## config.mk

```make
export PLATFORM = sky130hd
export DESIGN_NAME = register_file_write_arbiter
export DESIGN_NICKNAME = d
export VERILOG_FILES = /design/src/rtl/register_file_write_arbiter.sv
export SDC_FILE = /design/constraint.sdc
export NUM_CORES = 1
export LEC_CHECK = 0
export ABC_CLOCK_PERIOD_IN_PS = 1900
export CAP_MARGIN = 20
export CORE_UTILIZATION = 30
export CTS_CLUSTER_DIAMETER = 40
export CTS_CLUSTER_SIZE = 20
export DETAILED_ROUTE_END_ITERATION = 10
export PLACE_DENSITY_LB_ADDON = 0.12
export RECOVER_POWER = 100
export SLEW_MARGIN = 20
export SYNTH_ARGS = -nofsm -noshare
export SYNTH_HDL_FRONTEND = slang
export SYNTH_SLANG_ARGS = --single-unit
```

## constraint.sdc

```tcl
create_clock -name i_Clock -period 1.9 [get_ports i_Clock]
set_input_delay 0.19 -clock i_Clock [delete_from_list [all_inputs] [get_ports i_Clock]]
set_output_delay 0.19 -clock i_Clock [all_outputs]
set_load 0.005 [all_outputs]
```

## src/rtl/register_file_write_arbiter.sv

```systemverilog
// Write-port owner for register_file: zero-sweeps x1..x(N-1) after reset, then arbitrates
// ALU and load writebacks with fixed ALU priority and a starvation override for loads.
module register_file_write_arbiter #(
   parameter int unsigned XLEN           = 32,
   parameter int unsigned REG_ADDR_WIDTH = 5,
   parameter int unsigned STARVE_LIMIT   = 4
) (
   input  logic                      i_Clock,
   input  logic                      i_Reset,
   input  logic                      i_Alu_Valid,
   input  logic [REG_ADDR_WIDTH-1:0] i_Alu_Addr,
   input  logic [XLEN-1:0]           i_Alu_Data,
   output logic                      o_Alu_Ready,
   input  logic                      i_Load_Valid,
   input  logic [REG_ADDR_WIDTH-1:0] i_Load_Addr,
   input  logic [XLEN-1:0]           i_Load_Data,
   output logic                      o_Load_Ready,
   output logic                      o_Rf_Enable,
   output logic                      o_Rf_Write_Enable,
   output logic [REG_ADDR_WIDTH-1:0] o_Rf_Write_Addr,
   output logic [XLEN-1:0]           o_Rf_Write_Data,
   output logic                      o_Init_Done
);

   localparam int unsigned STARVE_W = $clog2(STARVE_LIMIT + 1);

   typedef enum logic {
      INIT = 1'b0,
      RUN  = 1'b1
   } state_t;

   state_t                    state;
   logic [REG_ADDR_WIDTH-1:0] sweep_cnt;
   logic [STARVE_W-1:0]       starve_cnt;
   logic                      load_priority;
   logic                      alu_accept;
   logic                      load_accept;
   logic [REG_ADDR_WIDTH-1:0] win_addr;
   logic [XLEN-1:0]           win_data;

   assign load_priority = (starve_cnt == STARVE_W'(STARVE_LIMIT));

   // Grant logic: readies depend only on state, starvation and the other requester's valid.
   always_comb begin
      o_Alu_Ready  = 1'b0;
      o_Load_Ready = 1'b0;
      if (!i_Reset && state == RUN) begin
         if (load_priority) begin
            o_Load_Ready = 1'b1;
            o_Alu_Ready  = ~i_Load_Valid;
         end else begin
            o_Alu_Ready  = 1'b1;
            o_Load_Ready = ~i_Alu_Valid;
         end
      end
   end

   assign alu_accept  = i_Alu_Valid & o_Alu_Ready;
   assign load_accept = i_Load_Valid & o_Load_Ready;
   assign win_addr    = alu_accept ? i_Alu_Addr : i_Load_Addr;
   assign win_data    = alu_accept ? i_Alu_Data : i_Load_Data;

   always_ff @(posedge i_Clock) begin
      if (i_Reset) begin
         state             <= INIT;
         sweep_cnt         <= REG_ADDR_WIDTH'(1);
         starve_cnt        <= '0;
         o_Rf_Enable       <= 1'b0;
         o_Rf_Write_Enable <= 1'b0;
         o_Rf_Write_Addr   <= '0;
         o_Rf_Write_Data   <= '0;
         o_Init_Done       <= 1'b0;
      end else begin
         o_Rf_Enable <= 1'b1;
         if (state == INIT) begin
            starve_cnt <= '0;
            // Counter wraps to zero after the last register has been put on the port.
            if (sweep_cnt == '0) begin
               state             <= RUN;
               o_Init_Done       <= 1'b1;
               o_Rf_Write_Enable <= 1'b0;
            end else begin
               o_Rf_Write_Enable <= 1'b1;
               o_Rf_Write_Addr   <= sweep_cnt;
               o_Rf_Write_Data   <= '0;
               sweep_cnt         <= sweep_cnt + REG_ADDR_WIDTH'(1);
            end
         end else begin
            // Writes to x0 are consumed without touching the port.
            if ((alu_accept || load_accept) && win_addr != '0) begin
               o_Rf_Write_Enable <= 1'b1;
               o_Rf_Write_Addr   <= win_addr;
               o_Rf_Write_Data   <= win_data;
            end else begin
               o_Rf_Write_Enable <= 1'b0;
            end

            if (i_Load_Valid && !load_accept) begin
               if (!load_priority)
                  starve_cnt <= starve_cnt + STARVE_W'(1);
            end else begin
               starve_cnt <= '0;
            end
         end
      end
   end

endmodule

```

==> metrics.md <==
| Metric | Value |
|---|---|
| Status | complete, no violations |
| Root Driver | clkbuf_8 |
| Post-synth net total | 358 |
| Slowest cell on the critical path | clkdlybuf4s50_1 |
| Worst-path maximum fanout | 3 |
| Mapped Cells | 276 |
| WP buf/inv | 2 |
| Clock Latency Late Sink | 0.29 ns |
| Crit-path leading delay family | buffers and inverters |
| Max cap viols | 0 |
| Layout cells sized above 1 | 0.162 |
| Post-Syn Area | 2530 sq um |
| 1st-iter DRT viols | 41 |
| Num ports | 120 |
| PwrDens | 808 nW/um^2 |
| Final Hold Fails | 0 |
| TritonCTS buffer count | 5 |
| Reg area | 982 sq um |
| WL final | 6480 um |
| Fmax | 558 MHz |
| Commonest non-fill, non-tap cells in the layout | 80 x nand2_1, 79 x clkdlybuf4s50_1, 48 x dfxtp_1, 40 x dlygate4sd3_1, 35 x mux2i_1 |
| Period utilisation layout | 0.944 |
| Max stage delay on crit path | 0.50 ns |
| WP data required | 1.71 ns |
| Endpoint class of the critical path | primary output |
| Syn Area/Cell | 9.18 sq um |
| Die area | 8810 sq um |
| Clk buf depth | 2 |
| Layout area overhead | 58.8% |
| Ant. Diodes | 0 |
| Dpl ws | -0.0518 ns |
| Final clock skew | 0.00415 ns |
| Global route overflow | 0 |
| Detailed Place HPWL | 4650 um |
| FP Rows | 33 |
| Via count | 2,326 |
| Via/cell ratio | 4.59 |
| Hold path cells | 1 |
| Core box area | 8180 sq um |
| Peak supply drop | 0.000390 V |
| Critical path type | flop to primary output |
| CTS tree | yes |
| Min Tclk post-route | 1.79 ns |
| Nets@finish | 483 |
| Antenna-violating nets left | 0 |
| Register area share after synthesis | 0.387 |
| Worst r2r path cells | 8 |
| Worst-Margin Slew | 0.794 ns |
| Critical path startpoint category | flop |
| Worst hold path type | flop to flop |
| Vias in the first global route | 2,274 |
| Largest net degree at the start of global routing | 37 |
| Max_slew headroom | 0.471 |
| Die width | 93.9 um |
| Crit path depth | 5 |
| CTS sink count | 49 |
| Worst hold slack | 0.424 ns |
| Register clock-pin slew on the reported worst setup and hold paths | 0.08 ns |
| Yosys reg bits | 49 |
| Post-CTS setup buffers | 0 |
| Drt drc | 0 |
| Yosys cell types | 29 |
| IO buf count | 119 |
| First-pass GRT wire length | 10,300 um |
| H-tree Lvls | 2 |
| Crit-path cells | inv_1 > ha_2 > nand2_2 > a21oi_2 > clkdlybuf4s50_1 |
| Antenna violations before repair | 0 |
| Fillers | 804 |
| Leakage | 1.84 nW |
| Drt pass-1 iters | 4 |
| Syn. warnings | 0 |
| Chip height | 93.9 um |
| Max-slew violations | 0 |
| Area of the multi-input gates | 1440 sq um |
| Total track usage | 0.150 |
| Setup ws final | 0.107 ns |
| Commonest non-fill, non-tap cell in the layout | nand2_1 |
| Setup-failing EPs final | 0 |
| Critical Path AT | 1.60 ns |
| GPL Wtd Cong | 0.746 |
| Wire per inst | 12.8 um |
| Starting density of the core | 0.310 |
==> sequential cells by signal, summed over array words and instances (netlist names) <==
signal,cells
state,1
o_Init_Done,1
starve_cnt,3
o_Rf_Write_Data,32
sweep_cnt,5
o_Rf_Enable,1
o_Rf_Write_Addr,5
o_Rf_Write_Enable,1
==> report_power, final <==
group          total, W  internal (W)  switching (W)
combinational   0.00125      0.000677       0.000573
sequential      0.00124       0.00116      0.0000796
clock          0.000756      0.000429       0.000327
==> repair_timing <==
action	4_1_cts	5_1_grt
setup endpoints to repair	3	37
pin swaps	0	1
hold buffers	0	0
cloned	0	1
resized for setup	2	6
==> path summary, 6_finish.rpt <==
| check | start | to | slack (ns) |
|---|---|---|---|
| setup / recovery | starve_cnt[0] | o_Load_Ready | 0.11 |
| hold / removal | starve_cnt[0] | starve_cnt[0] | 0.42 |
| setup reg to reg | starve_cnt[0] | o_Rf_Write_Data[25] | 0.17 |
| hold reg to reg | starve_cnt[0] | starve_cnt[0] | 0.42 |
==> per-layer routing <==
metal  up-vias  routed length, um  track usage
met5         -                  0            0
met4         0                 61       0.0462
met3         5                457       0.0429
met2        68               3070        0.257
met1      1071               2890        0.180
li1       1182                  -            -
==> stage by stage <==
stage / instances / power (W) / util / setup TNS [ns] / instance area (sq um)
after floorplan: 276 / 0.00195 / - / 0 / 2530
after CTS: 506 / 0.00333 / 0.492 / 0 / 4020
after global placement: 498 / 0.00253 / 0.476 / -1.42 / 3890
final: 507 / 0.00325 / 0.492 / 0 / 4020
after detailed placement: 498 / 0.00254 / 0.476 / -1.08 / 3890
after global routing: 507 / 0.00348 / 0.492 / -0.00132 / 4020
==> kinds of logic (layout without fill, tap and decap cells) <==
logic type,Yosys count,count (layout),share of synthesized area
adder cells (fa/ha/maj),4,4,0.0198
AO/OA/AOI/OAI,13,13,0.0400
flip-flops,49,49,0.387
multiplexers,67,67,0.281
XOR/XNOR,5,5,0.0173
AND/OR/NAND/NOR,116,117,0.200
buffers and inverters,22,147,0.0553
==> cell usage after synthesis, drive strengths merged <==
master | number | area share
mux2i | 35 | 0.14
clkbuf | 5 | 0.0074
nor3 | 2 | 0.0040
mux2 | 32 | 0.14
nand3 | 8 | 0.025
xnor2 | 2 | 0.0069
buf | 11 | 0.039
ha | 4 | 0.020
and3 | 1 | 0.0025
xor2 | 3 | 0.010
nor2 | 19 | 0.031
nand2 | 81 | 0.12
a32o | 3 | 0.012
a311o | 2 | 0.0079
nand4 | 1 | 0.0025
dfxtp | 49 | 0.39
inv | 6 | 0.0089
and2b | 1 | 0.0040
a31oi | 4 | 0.012
nor4b | 1 | 0.0059
a21oi | 4 | 0.0079
and2 | 1 | 0.0025
nor2b | 1 | 0.0025
==> worst register-to-register path, stage by stage, from the launching register on <==
cell     delay [ns]
dfxtp_2        0.34
inv_1          0.05
ha_2           0.20
nand3_2        0.10
nand3_2        0.18
nand3_1        0.18
nand3_4        0.20
buf_6          0.22
mux2i_1        0.20
==> area by class of cell <==
cell class	count	area share
Multi-Input combinational cell	206	0.358
Timing Repair Buffer	133	0.330
Sequential cell	49	0.244
Tap cell	105	0.0327
Clock buffer	7	0.0215
Clock inverter	1	0.00747
Inverter	6	0.00560
Note: power is estimated with default switching activity, not from simulation.
